<file path="src/rtl/fmpadding_cfg_ctrl.sv">
// fmpadding_cfg_ctrl: derives fmpadding_axi registers from a frame geometry and reprograms the core at frame boundaries
module fmpadding_cfg_ctrl #(
  parameter int XCOUNTER_BITS = 8,
  parameter int YCOUNTER_BITS = 8,
  parameter int NUM_CHANNELS = 4,
  parameter int SIMD = 2
) (
  input  logic                     ap_clk,
  input  logic                     ap_rst_n,
  input  logic                     cfg_valid,
  output logic                     cfg_ready,
  input  logic [XCOUNTER_BITS-1:0] cfg_xsize,
  input  logic [YCOUNTER_BITS-1:0] cfg_ysize,
  input  logic [XCOUNTER_BITS-1:0] cfg_pad_left,
  input  logic [XCOUNTER_BITS-1:0] cfg_pad_right,
  input  logic [YCOUNTER_BITS-1:0] cfg_pad_top,
  input  logic [YCOUNTER_BITS-1:0] cfg_pad_bottom,
  output logic                     cfg_err,
  output logic                     busy,
  output logic                     core_rst_n,
  output logic                     we,
  output logic [2:0]               wa,
  output logic [31:0]              wd,
  input  logic                     s_axis_tvalid,
  output logic                     s_axis_tready,
  output logic                     core_s_tvalid,
  input  logic                     core_s_tready,
  input  logic                     m_axis_tvalid,
  input  logic                     m_axis_tready
);
  localparam int CF = NUM_CHANNELS / SIMD;
  localparam int CW = XCOUNTER_BITS + YCOUNTER_BITS + $clog2(CF + 1);
  typedef enum logic [2:0] {UNCFG, DRAIN, PROG, RELEASE, RUN} state_t;
  state_t state, state_nxt;
  logic [XCOUNTER_BITS-1:0] xs, pl, pr, xs_n, pl_n, pr_n, x_hi, x_max;
  logic [YCOUNTER_BITS-1:0] ys, pt, pb, ys_n, pt_n, pb_n, y_hi, y_max;
  logic [XCOUNTER_BITS:0] x_sum;
  logic [YCOUNTER_BITS:0] y_sum;
  logic [CW-1:0] in_cnt, out_cnt, in_beats, out_beats, in_inc, out_inc, in_nxt, out_nxt, in_sz, out_sz;
  logic [2:0] step, step_nxt, wa_nxt;
  logic [31:0] wd_nxt;
  logic pending, gate, acc, bad, take, in_fire, out_fire, prog_nxt;
  assign cfg_ready = (state == UNCFG) || (state == RUN && !pending);
  assign acc = cfg_valid && cfg_ready;
  assign x_sum = {1'b0, cfg_pad_left} + {1'b0, cfg_pad_right};
  assign y_sum = {1'b0, cfg_pad_top} + {1'b0, cfg_pad_bottom};
  assign bad = (x_sum >= {1'b0, cfg_xsize}) || (y_sum >= {1'b0, cfg_ysize});
  assign take = acc && !bad;
  // Geometry seen by the write sequencer: an UNCFG accept starts writing in the same edge it is stored
  assign xs_n = take ? cfg_xsize : xs;
  assign pl_n = take ? cfg_pad_left : pl;
  assign pr_n = take ? cfg_pad_right : pr;
  assign ys_n = take ? cfg_ysize : ys;
  assign pt_n = take ? cfg_pad_top : pt;
  assign pb_n = take ? cfg_pad_bottom : pb;
  assign x_hi = xs_n - pr_n;
  assign x_max = xs_n - XCOUNTER_BITS'(1);
  assign y_hi = ys_n - pb_n;
  assign y_max = ys_n - YCOUNTER_BITS'(1);
  assign in_sz = CW'(xs - pl - pr) * CW'(ys - pt - pb) * CW'(CF);
  assign out_sz = CW'(xs) * CW'(ys) * CW'(CF);
  assign gate = (state == RUN) && !(pending && in_cnt == '0);
  assign core_s_tvalid = s_axis_tvalid && gate;
  assign s_axis_tready = core_s_tready && gate;
  assign in_fire = s_axis_tvalid && s_axis_tready;
  assign out_fire = m_axis_tvalid && m_axis_tready;
  assign in_inc = in_cnt + CW'(1);
  assign out_inc = out_cnt + CW'(1);
  assign in_nxt = !in_fire ? in_cnt : (in_inc == in_beats) ? '0 : in_inc;
  assign out_nxt = !out_fire ? out_cnt : (out_inc == out_beats) ? '0 : out_inc;
  assign step_nxt = (state == PROG) ? step + 3'd1 : 3'd0;
  assign prog_nxt = (state_nxt == PROG);
  assign wa_nxt = (step_nxt < 3'd3) ? step_nxt : step_nxt + 3'd1;
  assign wd_nxt = (step_nxt == 3'd0) ? 32'(pl_n) :
                  (step_nxt == 3'd1) ? 32'(x_hi) :
                  (step_nxt == 3'd2) ? 32'(x_max) :
                  (step_nxt == 3'd3) ? 32'(pt_n) :
                  (step_nxt == 3'd4) ? 32'(y_hi) : 32'(y_max);
  // A request landing with the frame-completing beat drains at that same boundary
  always_comb begin
    state_nxt = state;
    state_nxt = (state == UNCFG && take) ? PROG :
                (state == RUN && (pending || take) && in_nxt == '0) ? DRAIN :
                (state == DRAIN && out_cnt == '0) ? PROG :
                (state == PROG && step == 3'd5) ? RELEASE :
                (state == RELEASE) ? RUN : state;
  end
  always_ff @(posedge ap_clk or negedge ap_rst_n) begin
    if (!ap_rst_n) begin
      state <= UNCFG;
      pending <= 1'b0;
      step <= 3'd0;
      {xs, pl, pr} <= '0;
      {ys, pt, pb} <= '0;
      in_cnt <= '0;
      out_cnt <= '0;
      in_beats <= '0;
      out_beats <= '0;
      we <= 1'b0;
      wa <= 3'd0;
      wd <= 32'd0;
      core_rst_n <= 1'b0;
      cfg_err <= 1'b0;
      busy <= 1'b1;
    end else begin
      state <= state_nxt;
      pending <= (state == RELEASE) ? 1'b0 : (state == RUN && take) ? 1'b1 : pending;
      step <= step_nxt;
      {xs, pl, pr} <= {xs_n, pl_n, pr_n};
      {ys, pt, pb} <= {ys_n, pt_n, pb_n};
      in_cnt <= (state == RELEASE) ? '0 : in_nxt;
      out_cnt <= (state == RELEASE) ? '0 : out_nxt;
      in_beats <= (state == RELEASE) ? in_sz : in_beats;
      out_beats <= (state == RELEASE) ? out_sz : out_beats;
      we <= prog_nxt;
      wa <= prog_nxt ? wa_nxt : 3'd0;
      wd <= prog_nxt ? wd_nxt : 32'd0;
      core_rst_n <= (state_nxt == RUN);
      cfg_err <= acc && bad;
      busy <= (state_nxt != RUN);
    end
  end
endmodule

</file>
<file path="config.mk">
export PLATFORM = sky130hd
export DESIGN_NAME = fmpadding_cfg_ctrl
export DESIGN_NICKNAME = d
export VERILOG_FILES = /design/src/rtl/fmpadding_cfg_ctrl.sv
export SDC_FILE = /design/constraint.sdc
export NUM_CORES = 1
export LEC_CHECK = 0
export BUFFER_PORTS_ARGS = -buffer_cell sky130_fd_sc_hd__buf_2
export CORE_UTILIZATION = 40
export DETAILED_ROUTE_END_ITERATION = 6
export MAX_ROUTING_LAYER = met4
export PLACE_DENSITY = 0.63
export SETUP_SLACK_MARGIN = 0.3
export SYNTH_ARGS = -nofsm -noshare
export SYNTH_HDL_FRONTEND = slang
export SYNTH_SLANG_ARGS = --single-unit
</file>
<file path="constraint.sdc">
create_clock -name ap_clk -period 16.2 [get_ports ap_clk]
set_input_delay 0.81 -clock ap_clk [delete_from_list [all_inputs] [get_ports ap_clk]]
set_output_delay 0.81 -clock ap_clk [all_outputs]
set_load 0.005 [all_outputs]
</file>
## Yosys cells after proc, flatten, opt, wreduce, memory -nomap -nowiden

Cells that the tools add are included.

| cells by class | value |
|---|---|
| magnitude comparators | 3 |
| add/sub/neg operators | 14 |
| muxes and demuxes | 28 |
| equality and inequality tests | 14 |
| multipliers | 2 |
| reductions and logical operators | 29 |

Operator list:

| kind | number |
|---|---|
| 18-bit 2-to-1 mux | 6 |
| 8-bit 2-to-1 mux | 12 |
| 18-bit logical NOT | 3 |
| 18-bit by 1-bit adder with 18-bit output (second input constant) | 2 |
| 3-bit 2-to-1 mux | 8 |
| 9-bit by 9-bit subtractor with 10-bit output | 2 |
| 8-bit by 8-bit adder with 9-bit output | 2 |
| 18-bit by 17-bit equality test with 1-bit output | 1 |
| 18-bit equality test | 1 |
| 9-bit by 8-bit >= comparator with 1-bit output | 2 |
| 8-bit by 8-bit subtractor with 9-bit output | 2 |
| 10-bit by 10-bit multiplier with 17-bit output | 1 |
| 1-bit logical AND | 16 |
| 8-bit by 8-bit multiplier with 16-bit output | 1 |
| 8-bit by 1-bit subtractor with 8-bit output (second input constant) | 2 |
| 8-bit subtractor | 2 |
| 3-bit by 2-bit equality test with 1-bit output (second input constant) | 5 |
| 3-bit equality test (second input constant) | 4 |
| 3-bit by 1-bit adder with 3-bit output (second input constant) | 2 |
| 3-bit by 1-bit equality test with 1-bit output (second input constant) | 2 |
| 3-bit logical NOT | 2 |
| 2-bit nonzero test | 2 |
| 1-bit logical NOT | 3 |
| 1-bit logical OR | 3 |
| other kinds (3) | 4 |

| storage, ports and cells | value |
|---|---|
| output and inout port bits | 42 |
| register bits after elaboration | 139 |
| input port bits | 55 |

## Depth between registers and ports, before layout

Gate-level depths: netlist (run 1).

| depth | value |
|---|---|
| depth after elaboration | 13 |
| mapped depth | 35 |
| gate-level depth less buffers | 35 |

## Worst setup path before layout (run 1)

Ideal clock, no wire load.

| path | value |
|---|---|
| path type | register -> register |
| start | register xs[0] |
| end | register in_beats[17] |
| stages on the path, launching flop included | 35 |
| required time | 16.123 ns |
| setup slack | 8.678 ns |
| arrival | 7.446 ns |
| path buffers | 1 |
| path through | dfrtp_1 clkbuf_1 inv_1 ha_1 fa_1 nor2b_1 o21a_1 nor2_1 xnor2_1 ha_1 o2111ai_1 nand3_1 nor2_1 o21ai_0 xor2_1 nand2b_1 fa_1 inv_1 fa_1 inv_1 fa_1 inv_1 fa_1 inv_1 fa_1 inv_1 ha_1 a2111oi_0 nor3_1 a211o_1 a21o_1 a21oi_1 o21ai_0 xor2_1 o21ai_1 |

| between the ends | value |
|---|---|
| word-level cells in the longest chain between the ends | 3 |

Ends and longest elaborated chain:

| item | RTL line | source |
|---|---|---|
| start, declared | 35 | `logic [XCOUNTER_BITS-1:0] xs, pl, pr, xs_n, pl_n, pr_n, x_hi, x_max;` |
| start signal, assigned | 109 | `{xs, pl, pr} <= {xs_n, pl_n, pr_n};` |
| 8-bit by 8-bit subtractor with 9-bit output | 60 | `assign in_sz = CW'(xs - pl - pr) * CW'(ys - pt - pb) * CW'(CF);` |
| 9-bit by 9-bit subtractor with 10-bit output | 60 |  |
| 10-bit by 10-bit multiplier with 17-bit output | 60 |  |
| end signal, assigned | 113 | `in_beats <= (state == RELEASE) ? in_sz : in_beats;` |
| end, declared | 39 | `logic [CW-1:0] in_cnt, out_cnt, in_beats, out_beats, in_inc, out_inc, in_nxt, out_nxt, in_sz, out_sz;` |

No other way between the ends.
A chain may end at the register's enable or synchronous reset.

## Worst setup path in the final report (run 1)

Same ends and word-level chain as after synthesis.

==> summary.md, run 1 <==
| Metric | Value |
|---|---|
| Tcrit/Tclk final | `50.7%` |
| CP Class | `register to register` |
| DRT antenna net count | `0` |
| Post-synth ARST share | `100%` |
| Fin Clk Skew | `around 0.0097 ns` |
| Cell at the slowest stage of the critical path | `dfrtp_1` |
| Die Span Y | `204 um` |
| Max Fclk | `about 0.12 GHz` |
| Seq pwr share | `41.7%` |
| GRT Max-Usage Layer | `met2` |
| Clk sinks | `139` |
| Max-slew headroom | `32.7%` |
| Gate power share | `12.3%` |
| # diodes | `0` |
| YS warnings | `0` |
| Largest net degree at the start of global routing | `79` |
| Clock-pin slew on the worst setup and hold paths | `approximately 0.060 ns` |
| CP peak stage delay | `0.56 ns` |
| Final TNS setup | `0 ns` |
| CP max FO | `11` |
| Clock power frac | `a little under half` |
| GRT met1 Usage | `a little over a quarter` |
| FILL cells | `3,870` |
| Die X | `204 um` |
| RSZ-0062 raised after global routing | `false` |
| GRT Overall Usage | `20.8%` |
| Dpl cells | `2,440` |
| Max-Cap Viols | `0` |
| Area Overhead vs Synth | `7.48%` |
| Hold Path Class | `input pin to async pin` |
| Buf+Inv Stages, Crit Path | `6` |
| Met2 Usage GRT | `between 30% and 40%` |
| Synth Area per Inst | `8.51 um^2` |
| Power Dens Cells | `49.3 nW/um^2` |
| Mapped Area | `between 15,000 and 20,000 um^2` |
| Die ar. | `41,500 um^2` |
| Reg area | `3480 um^2` |
| Global placement routability congestion | `0.917` |
| WL per Instance | `16.4 um` |
| Switching pwr | `0.000229 W` |
| Worst Path Required | `16.52 ns` |
| Share of cells above drive strength 1 | `~8.4%` |
| Hold Buf Count CTS | `0` |
| Vias/cell | `between 5 and 6` |
| Synth Register Bits | `139` |
| Reg2Reg Capture Point | `in_beats[17]` |
| PnR Total Power | `0.000862 W` |
| VDD IR-drop max | `between 0.05 and 0.06 mV` |
| Crit. End Element | `register` |
| Initial Utilization | `40.8%` |
| Final setup vio count | `0` |
| Root Driver | `clkbuf_16` |
| CTS tree | `yes` |
| Switch share | `26.6%` |
| Worst skew pair latency | `0.45 ns` |
| Multi-input gate area | `11,400 um^2` |
| Worst reg2reg path startpoint | `xs[0]` |
| Max-slew violations | `0` |
| Sequential area share after synthesis | `a little over a fifth` |
| Row cnt | `73` |
| Num CTS Buffers | `17` |
| Postcts setup bufs | `0` |
| DR pass1 iterations | `5` |
| Most common flop cell mapped by yosys | `dfrtp_1` |
| Internal power | `0.000633 W` |
| Reg2reg setup slack | `7.99 ns` |
| CP Depth | `33` |
| Initial drt markers | `890` |
| Worst Setup EP | `in_beats[17]` |
| Max H-tree Level | `4` |
| Arrival time worst endpoint | `approximately 8.5 ns` |
| Core Box Area | `39,900 um^2` |
| Resized Gates After CTS | `0` |
| Final wirelength | `40,500 um` |
| Min Tclk post-route | `8.21 ns` |
| Worst slew pin tran | `1.00 ns` |
| Top-level port count | `97` |
| Post-DP HPWL | `31,900 um` |
| Outcome | `finished, final reports clean` |
| Fin nets | `around 2,300` |
| Critical path launch point type | `register` |
| Mapped Cells | `approximately 1,900` |
| Port buffer count | `72` |
| Critical path launch point | `xs[0]` |
| Clock Path Buffers | `2` |
| Post-synth EDFFs | `0` |
| # DRC | `0` |
| Final Util | `43.8%` |
| Initial antenna violation count | `1` |
| Post-layout instance count excluding filler cells | `2,472` |
| Cell family with most CP delay | `adder cells` |
| Vias | `13,030` |
| First-pass GRT wire length | `66,400 um` |
| Number of global-route vias before repair | `between 10,000 and 15,000` |
| R2R cell count | `33` |
| Distinct cell type count after synthesis | `80` |
| GRT Residual Overflow | `0` |
| Leakage | `8.69 nW` |
| Global Route met3 Usage | `3.04%` |
| Final Hold Viols | `0` |
==> sequential cells by signal, indices dropped and copies added (netlist names), 3 cells and up <==
register,cells
step,3
wd,8
out_cnt,18
in_beats,17
in_cnt,18
wa,3
pb,8
pl,8
pr,8
xs,8
state,3
out_beats,16
pt,8
ys,8
==> per-layer routing <==
layer / up-vias / share of wire (%)
li1: 6351 / -
met1: 6309 / 47
met2: 317 / 46
met3: 53 / 4.8
met4: 0 / 2.1
met5: - / 0
==> power by group through the flow <==
stage	clock network [W]	logic [W]	registers (W)
after floorplan	0	0.0000741	0.000362
after global placement	0	0.000105	0.000365
after detailed placement	0	0.000107	0.000365
after CTS	0.000405	0.000108	0.000359
after global routing	0.000418	0.000120	0.000360
final	0.000396	0.000106	0.000359
==> cell usage in the layout, fill, tap and decap left out, types with 71 or more instances in the layout <==
cell / synthesis / layout
o21ai_0: 107 / 107
xnor2_1: 98 / 98
dfrtp_1: 138 / 138
fa_1: 120 / 120
nor2_1: 143 / 142
buf_2: 22 / 71
nand2_1: 204 / 203
ha_1: 169 / 169
a21oi_1: 78 / 78
inv_1: 251 / 251
==> area by class of cell <==
cell class	count	share of cell area, %
clock buffer	22	2.71
clock inverter	10	0.651
inverter	251	5.38
multi-input combinational	1445	65.2
sequential	139	19.9
tap	525	3.75
timing repair buffer	80	2.44
==> synthesized netlist by cell type (all sizes together) (9+ instances only) <==
cell    instances  area [um^2]
inv           251          942
nand2         204          766
ha            169         2110
nor2          145          554
dfrtp         138         3450
o21ai         123          627
fa            120         2400
xnor2          99          875
a21oi          78          390
buf            59          392
xor2           57          499
clkbuf         41          154
nor3           39          216
nand3          38          208
and2           36          225
nand2b         28          175
a21o           23          173
mux2           20          225
nor2b          19          119
nor4           17          113
o21bai         16          120
and3           15         93.8
or3            15         93.8
a31oi          12         75.1
a211oi         11         82.6
mux2i          11          110
o31ai          11         82.6
or2            11         71.3
nand4           9         62.6
==> worst min-delay path by stage <==
| stage | slack, ns | endpoint | startpoint | cells after the start |
|---|---|---|---|---|
| 6_report | 0.36 | out_cnt[14] | ap_rst_n | 1 |
| 3_5_place_dp | 0.49 | out_beats[2] | out_beats[2] | 2 |
| 4_1_cts | 0.38 | out_cnt[14] | ap_rst_n | 1 |
| 2_1_floorplan | 0.47 | in_beats[2] | in_beats[2] | 2 |
| 5_1_grt | 0.41 | out_cnt[13] | ap_rst_n | 1 |
| 3_3_place_gp | 0.49 | out_beats[9] | out_beats[9] | 2 |
==> through the flow <==
stage,hold slack [ns],setup WS (ns),area [um^2]
3_3_place_gp,0.486,8.30,16900
3_5_place_dp,0.488,8.04,16900
4_1_cts,0.376,8.03,17500
5_1_grt,0.409,7.42,17500
6_report,0.365,7.99,17500
2_1_floorplan,0.467,8.68,16400
==> cells by family (layout without fill, tap and decap cells) <==
family          after synthesis  after routing  synth area share, %
simple gates                603            603                 17.9
buf+inv                     351            363                 9.14
compound gates              341            341                 13.2
fa+ha+maj                   289            289                 27.7
xor+xnor                    157            157                 8.58
flops                       139            139                 21.4
mux                          31             31                 2.06
other cells                   1             24               0.0230
No activity file was read; power rests on OpenSTA's default activity.
==> run 2: changes to the inputs <==
==> constraint.sdc (replaced) <==
create_clock -name ap_clk -period 8.5 [get_ports ap_clk]
set_input_delay 0.425 -clock ap_clk [delete_from_list [all_inputs] [get_ports ap_clk]]
set_output_delay 0.425 -clock ap_clk [all_outputs]
set_load 0.005 [all_outputs]
==> summary.md, run 2 (same netlist as run 1, synthesis figures left out) <==
| Metric | Value |
|---|---|
| # diodes | `0 (unchanged)` |
| Die ar. | `41,500 um^2 (unchanged)` |
| Final Hold Viols | `0 (unchanged)` |
| Initial Utilization | `40.8% (unchanged)` |
| Max-slew headroom | `27.4% (was 32.7%)` |
| Reg2reg setup slack | `0.74 ns (was 7.99 ns)` |
| Power Dens Cells | `91.9 nW/um^2 (was 49.3 nW/um^2)` |
| Worst Path Required | `8.81 ns (was 16.52 ns)` |
| Highest routed layer | `met4 (unchanged)` |
| Num CTS Buffers | `17 (unchanged)` |
| DRT antenna net count | `0 (unchanged)` |
| CTS tree | `yes (unchanged)` |
| DR pass1 iterations | `5 (unchanged)` |
| Worst reg2reg path startpoint | `xs[3] (was xs[0])` |
| Clk sinks | `139 (unchanged)` |
| Area Overhead vs Synth | `8.26% (was 7.48%)` |
| Top-level port count | `97 (unchanged)` |
| Internal power | `0.00116 W (was 0.000633 W)` |
| Fin nets | `2,289 (was 2,278)` |
| # DRC | `0 (unchanged)` |
| Global placement routability congestion | `0.921 (was 0.917)` |
| Max-Cap Viols | `0 (unchanged)` |
| Reg2Reg Capture Point | `in_beats[17] (unchanged)` |
| CP max FO | `13 (was 11)` |
| Largest net degree at the start of global routing | `78 (was 79)` |
| RSZ-0062 raised after global routing | `false (unchanged)` |
| Share of cells above drive strength 1 | `9.65% (was 8.37%)` |
| Final Hold Slack | `0.00338 ns (was 0.365 ns)` |
| Max Fclk | `0.129 GHz (was 0.122 GHz)` |
| Post-DP HPWL | `32,100 um (was 31,900 um)` |
| Core Box Area | `39,900 um^2 (unchanged)` |
| Crit. End Element | `register (unchanged)` |
| Met3 Wirelength | `2140 um (was 1940 um)` |
| Final wirelength | `40,700 um (was 40,500 um)` |
| Initial antenna violation count | `0 (was 1)` |
| Hold Path Class | `input pin to async pin (unchanged)` |
| Min Tclk post-route | `7.76 ns (was 8.21 ns)` |
| Max H-tree Level | `4 (unchanged)` |
| Dpl cells | `2,449 (was 2,440)` |
| Die X | `204 um (unchanged)` |
| Port buffer count | `72 (unchanged)` |
| Switch share | `28.7% (was 26.6%)` |
| Root Driver | `clkbuf_16 (unchanged)` |
| R2R cell count | `27 (was 33)` |
| Final setup vio count | `0 (unchanged)` |
| VDD IR-drop max | `0.0759 mV (was 0.0538 mV)` |
| Vias/cell | `5.24 (was 5.27)` |
| Leakage | `8.77 nW (was 8.69 nW)` |
| Commonest non-fill, non-tap cells in the layout | `inv_1 (250), nand2_1 (203), ha_1 (169), nor2_1 (141), dfrtp_1 (135) (was inv_1 (251), nand2_1 (203), ha_1 (169), nor2_1 (142), dfrtp_1 (138))` |
| Number of global-route vias before repair | `13,097 (was 13,006)` |
| Most numerous cell on the critical path | `fa_1` |
| Tcrit/Tclk final | `91.3% (was 50.7%)` |
| Worst skew pair latency | `0.45 ns (about the same)` |
| Row cnt | `73 (unchanged)` |
| Cell at the slowest stage of the critical path | `dfrtp_1 (unchanged)` |
| Arrival time worst endpoint | `8.07 ns (was 8.53 ns)` |
| Routed met2 length | `18,900 um (was 18,800 um)` |
| Top Registers | `in_cnt: 18 flops, out_cnt: 18 flops, in_beats: 17 flops (unchanged)` |
| Die Span Y | `204 um (unchanged)` |
| Seq pwr share | `42.3% (was 41.7%)` |
| Clock power frac | `45.0% (was 46.0%)` |
| Fin Clk Skew | `0.0152 ns (was 0.00970 ns)` |
| Initial drt markers | `836 (was 890)` |
| CP Class | `register to register (unchanged)` |
| Vias | `13,018 (was 13,030)` |
| Gate power share | `12.7% (was 12.3%)` |
| Clock-pin slew on the worst setup and hold paths | `0.07 ns (was 0.06 ns)` |
| GRT Residual Overflow | `0 (unchanged)` |
| Max-slew violations | `0 (unchanged)` |
| CP peak stage delay | `0.72 ns (was 0.56 ns)` |
| Clock Path Buffers | `2 (unchanged)` |
| GRT Overall Usage | `21.1% (was 20.8%)` |
| First-pass GRT wire length | `67,600 um (was 66,400 um)` |
| Post-layout instance count excluding filler cells | `2,483 (was 2,472)` |
| Final TNS setup | `0 ns (unchanged)` |
| Wl on met1 | `18,700 um (was 19,000 um)` |
| Switching pwr | `0.000464 W (was 0.000229 W)` |
| Most common cell after layout, fill and taps aside | `inv_1 (unchanged)` |
| Worst slew pin tran | `1.08 ns (was 1.00 ns)` |
| Critical path launch point type | `register (unchanged)` |
| WL per Instance | `16.4 um (about the same)` |
| Outcome | `finished, final reports clean (unchanged)` |
==> run 2: layout make-up <==
type,count,area (um^2)
timing repair buffer,91,509
multi-input combinational,1445,11500
inverter,251,942
clock buffer,20,467
fill,3900,22300
clock inverter,12,103
sequential,139,3480
tap,525,657
==> run 2: how the worst max path moves through the flow <==
stage,start,end,slack (ns)
4_1_cts,xs[1],in_beats[17],0.47
3_5_place_dp,xs[1],in_beats[17],0.49
2_1_floorplan,xs[0],in_beats[17],0.98
6_report,xs[3],in_beats[17],0.74
5_1_grt,xs[0],in_beats[17],0.32
3_3_place_gp,xs[1],in_beats[17],0.66
==> run 2: metrics by stage <==
stage                     utilization [%]  setup slack [ns]  instance area (um^2)  power [W]
after floorplan                         -             0.978                 16400   0.000831
after global placement               42.5             0.659                 17000   0.000897
after detailed placement             42.5             0.493                 17000   0.000901
after CTS                            44.0             0.475                 17500    0.00163
after global routing                 44.2             0.316                 17600    0.00169
final                                44.2             0.743                 17600    0.00162
==> run 2: worst max-delay path, delay by kind of cell (launching register included) <==
| kind | cells | cell delay, ns |
|---|---|---|
| AOI/OAI and AO/OA | 10 | 1.85 |
| xor gates and xnor gates | 3 | 0.45 |
| adders and majority gates | 8 | 3.44 |
| buffers and inverters | 3 | 0.18 |
| DFF | 1 | 0.72 |
| and+or+nand+nor | 3 | 0.97 |
==> run 2: power by group through the flow <==
stage,clock network (W),logic [W],registers (W)
final,0.000729,0.000205,0.000685
after global routing,0.000771,0.000229,0.000687
after CTS,0.000744,0.000206,0.000685
after detailed placement,0,0.000204,0.000697
after global placement,0,0.000200,0.000696
after floorplan,0,0.000141,0.000690
==> run 2: what timing repair did <==
action	in CTS	in global routing
resized for setup	0	16
buffers inserted	0	2
hold buffers	0	0
endpoints found under the setup margin	0	3
==> run 2: per-layer routing <==
layer | global-route usage, % | vias up
met1 | 27.7 | 6227
met3 | 3.39 | 72
met4 | 6.34 | 0
met2 | 33.3 | 356
met5 | - | -
li1 | - | 6363
==> run 3: changes to the inputs <==
--- a/config.mk
+++ b/config.mk
@@ -9,7 +9,7 @@
 export CORE_UTILIZATION = 40
 export DETAILED_ROUTE_END_ITERATION = 6
 export MAX_ROUTING_LAYER = met4
-export PLACE_DENSITY = 0.63
+export PLACE_DENSITY_LB_ADDON = 0.3
 export SETUP_SLACK_MARGIN = 0.3
 export SYNTH_ARGS = -nofsm -noshare
 export SYNTH_HDL_FRONTEND = slang
==> summary.md, run 3 (same netlist as run 1, synthesis figures left out) <==
| Metric | Value |
|---|---|
| Outcome | `finished with violations (was finished, final reports clean)` |
| Failing checks | `negative hold slack` |
| Worst skew pair latency | `0.46 ns (was 0.45 ns)` |
| Min Tclk post-route | `7.89 ns (was 7.76 ns)` |
| Max Fclk | `0.127 GHz (was 0.129 GHz)` |
| Hold Buf Count CTS | `0 (unchanged)` |
| Global placement routability congestion | `0.930 (was 0.921)` |
| Reg2reg setup slack | `0.61 ns (was 0.74 ns)` |
| Post-DP HPWL | `32,500 um (was 32,100 um)` |
| Clk sinks | `139 (unchanged)` |
| RSZ-0062 raised after global routing | `true (was false)` |
| Tcrit/Tclk final | `92.8% (was 91.3%)` |
| Buf+Inv Stages, Crit Path | `3 (unchanged)` |
| CTS tree | `yes (unchanged)` |
| Initial drt markers | `901 (was 836)` |
| Area Overhead vs Synth | `8.47% (was 8.26%)` |
| Max-Cap Viols | `0 (unchanged)` |
| Die X | `204 um (unchanged)` |
| Share of cells above drive strength 1 | `9.59% (was 9.65%)` |
| GRT Residual Overflow | `0 (unchanged)` |
| CP max FO | `12 (was 13)` |
| Reg2Reg Capture Point | `in_beats[17] (unchanged)` |
| Die ar. | `41,500 um^2 (unchanged)` |
| Number of global-route vias before repair | `13,145 (was 13,097)` |
| Cell family with most CP delay | `adder cells (unchanged)` |
| Row cnt | `73 (unchanged)` |
| DRT antenna net count | `0 (unchanged)` |
| Vias/cell | `5.26 (was 5.24)` |
| Num CTS Buffers | `17 (unchanged)` |
| WL per Instance | `16.5 um (was 16.4 um)` |
| Design Area, Final | `17,700 um^2 (was 17,600 um^2)` |
| Leakage | `8.78 nW (was 8.77 nW)` |
| Placed Area | `17,000 um^2 (about the same)` |
| Final TNS setup | `0 ns (unchanged)` |
| Root Driver | `clkbuf_16 (unchanged)` |
| Max-slew violations | `0 (unchanged)` |
| # DRC | `0 (unchanged)` |
| Initial Utilization | `40.8% (unchanged)` |
| Worst slew pin tran | `1.14 ns (was 1.08 ns)` |
| Final Hold Slack | `-0.00678 ns (was 0.00338 ns)` |
| R2R cell count | `30 (was 27)` |
| Top-level port count | `97 (unchanged)` |
| Final Hold Viols | `4 (was 0)` |
| Crit. End Element | `register (unchanged)` |
| Die Span Y | `204 um (unchanged)` |
| Hold Path Class | `input pin to async pin (unchanged)` |
| Max-slew headroom | `23.6% (was 27.4%)` |
| Final setup vio count | `0 (unchanged)` |
| Arrival time worst endpoint | `8.18 ns (was 8.07 ns)` |
| First-pass GRT wire length | `67,800 um (was 67,600 um)` |
| Most common cell after layout, fill and taps aside | `inv_1 (unchanged)` |
| Port buffer count | `72 (unchanged)` |
| Worst Path Required | `8.79 ns (was 8.81 ns)` |
| # diodes | `0 (unchanged)` |
| Final wirelength | `41,000 um (was 40,700 um)` |
| Power Dens Cells | `94.7 nW/um^2 (was 91.9 nW/um^2)` |
| Vias | `13,071 (was 13,018)` |
| Fin nets | `2,291 (was 2,289)` |
| Clock-pin slew on the worst setup and hold paths | `0.07 ns (about the same)` |
| Core Box Area | `39,900 um^2 (unchanged)` |
| Fin Clk Skew | `0.0222 ns (was 0.0152 ns)` |
| GRT Overall Usage | `21.1% (about the same)` |
| Largest net degree at the start of global routing | `78 (unchanged)` |
| Clock Path Buffers | `2 (unchanged)` |
| Critical path launch point type | `register (unchanged)` |
| VDD IR-drop max | `0.121 mV (was 0.0759 mV)` |
| Top Registers | `in_cnt: 18 flops, out_cnt: 18 flops, in_beats: 17 flops (unchanged)` |
| Worst reg2reg path startpoint | `xs[1] (was xs[3])` |
| DR pass1 iterations | `5 (unchanged)` |
| Cell at the slowest stage of the critical path | `or4_1 (was dfrtp_1)` |
| Initial antenna violation count | `0 (unchanged)` |
| CP peak stage delay | `0.54 ns (was 0.72 ns)` |
| Max H-tree Level | `4 (unchanged)` |
| Most numerous cell on the critical path | `fa_1 (unchanged)` |
| Commonest non-fill, non-tap cells in the layout | `inv_1 (251), nand2_1 (203), ha_1 (169), nor2_1 (141), dfrtp_1 (135) (was inv_1 (250), nand2_1 (203), ha_1 (169), nor2_1 (141), dfrtp_1 (135))` |
| CP Class | `register to register (unchanged)` |
[run 3: cell types whose count changed in the layout (fill, tap and decap cells not counted), sizes merged]
cell	delta
inv	+2
clkinv	+1
clkinvlp	-2
bufinv	+2
clkbuf	-3
buf	+2
[run 3: metal layers]
metal	GRT usage (%)	vias up	routed length [um]
met3	2.75	56	1810
met4	5.80	0	788
met2	34.2	315	19400
li1	-	6382	-
met1	27.6	6318	19000
met5	-	-	0
[run 3: cell type report]
class / count / area [um^2]
well taps: 525 / 657
clock inverters: 15 / 179
multi-input cells: 1445 / 11400
inverters: 251 / 942
fillers: 3889 / 22300
repair buffers: 93 / 524
flip-flops and latches: 139 / 3480
clock buffers: 17 / 425
[run 3: power by group]
group | leakage, nW | switching, W | internal, W
logic | 6.68 | 0.000123 | 0.0000816
registers | 1.81 | 0.0000151 | 0.000670
clock network | 0.295 | 0.000340 | 0.000443
[run 3: repair_timing]
action,in CTS,in global routing
buffers inserted,0,3
setup endpoints to repair,0,4
gates resized for setup,0,13
[run 3: how the worst max path moves through the flow]
| stage | to | startpoint | depth (start not counted) | slack, ns |
|---|---|---|---|---|
| 6_report | in_beats[17] | xs[1] | 30 | 0.61 |
| 2_1_floorplan | in_beats[17] | xs[0] | 34 | 0.98 |
| 3_5_place_dp | in_beats[17] | xs[0] | 34 | 0.47 |
| 5_1_grt | in_beats[17] | xs[1] | 30 | 0.27 |
| 4_1_cts | in_beats[17] | xs[0] | 28 | 0.46 |
| 3_3_place_gp | in_beats[17] | xs[1] | 30 | 0.63 |
[run 3: per-stage QoR]
| stage | cells | total power, W | hold WS [ns] | utilization, % | setup slack, ns |
|---|---|---|---|---|---|
| 2_1_floorplan | 1935 | 0.000831 | 0.129 | - | 0.978 |
| 3_3_place_gp | 2450 | 0.000898 | 0.483 | 42.6 | 0.634 |
| 3_5_place_dp | 2450 | 0.000901 | 0.488 | 42.6 | 0.467 |
| 4_1_cts | 2482 | 0.00168 | 0.0304 | 44.1 | 0.463 |
| 5_1_grt | 2485 | 0.00174 | 0.0648 | 44.2 | 0.270 |
| 6_report | 2485 | 0.00167 | -0.00678 | 44.2 | 0.615 |
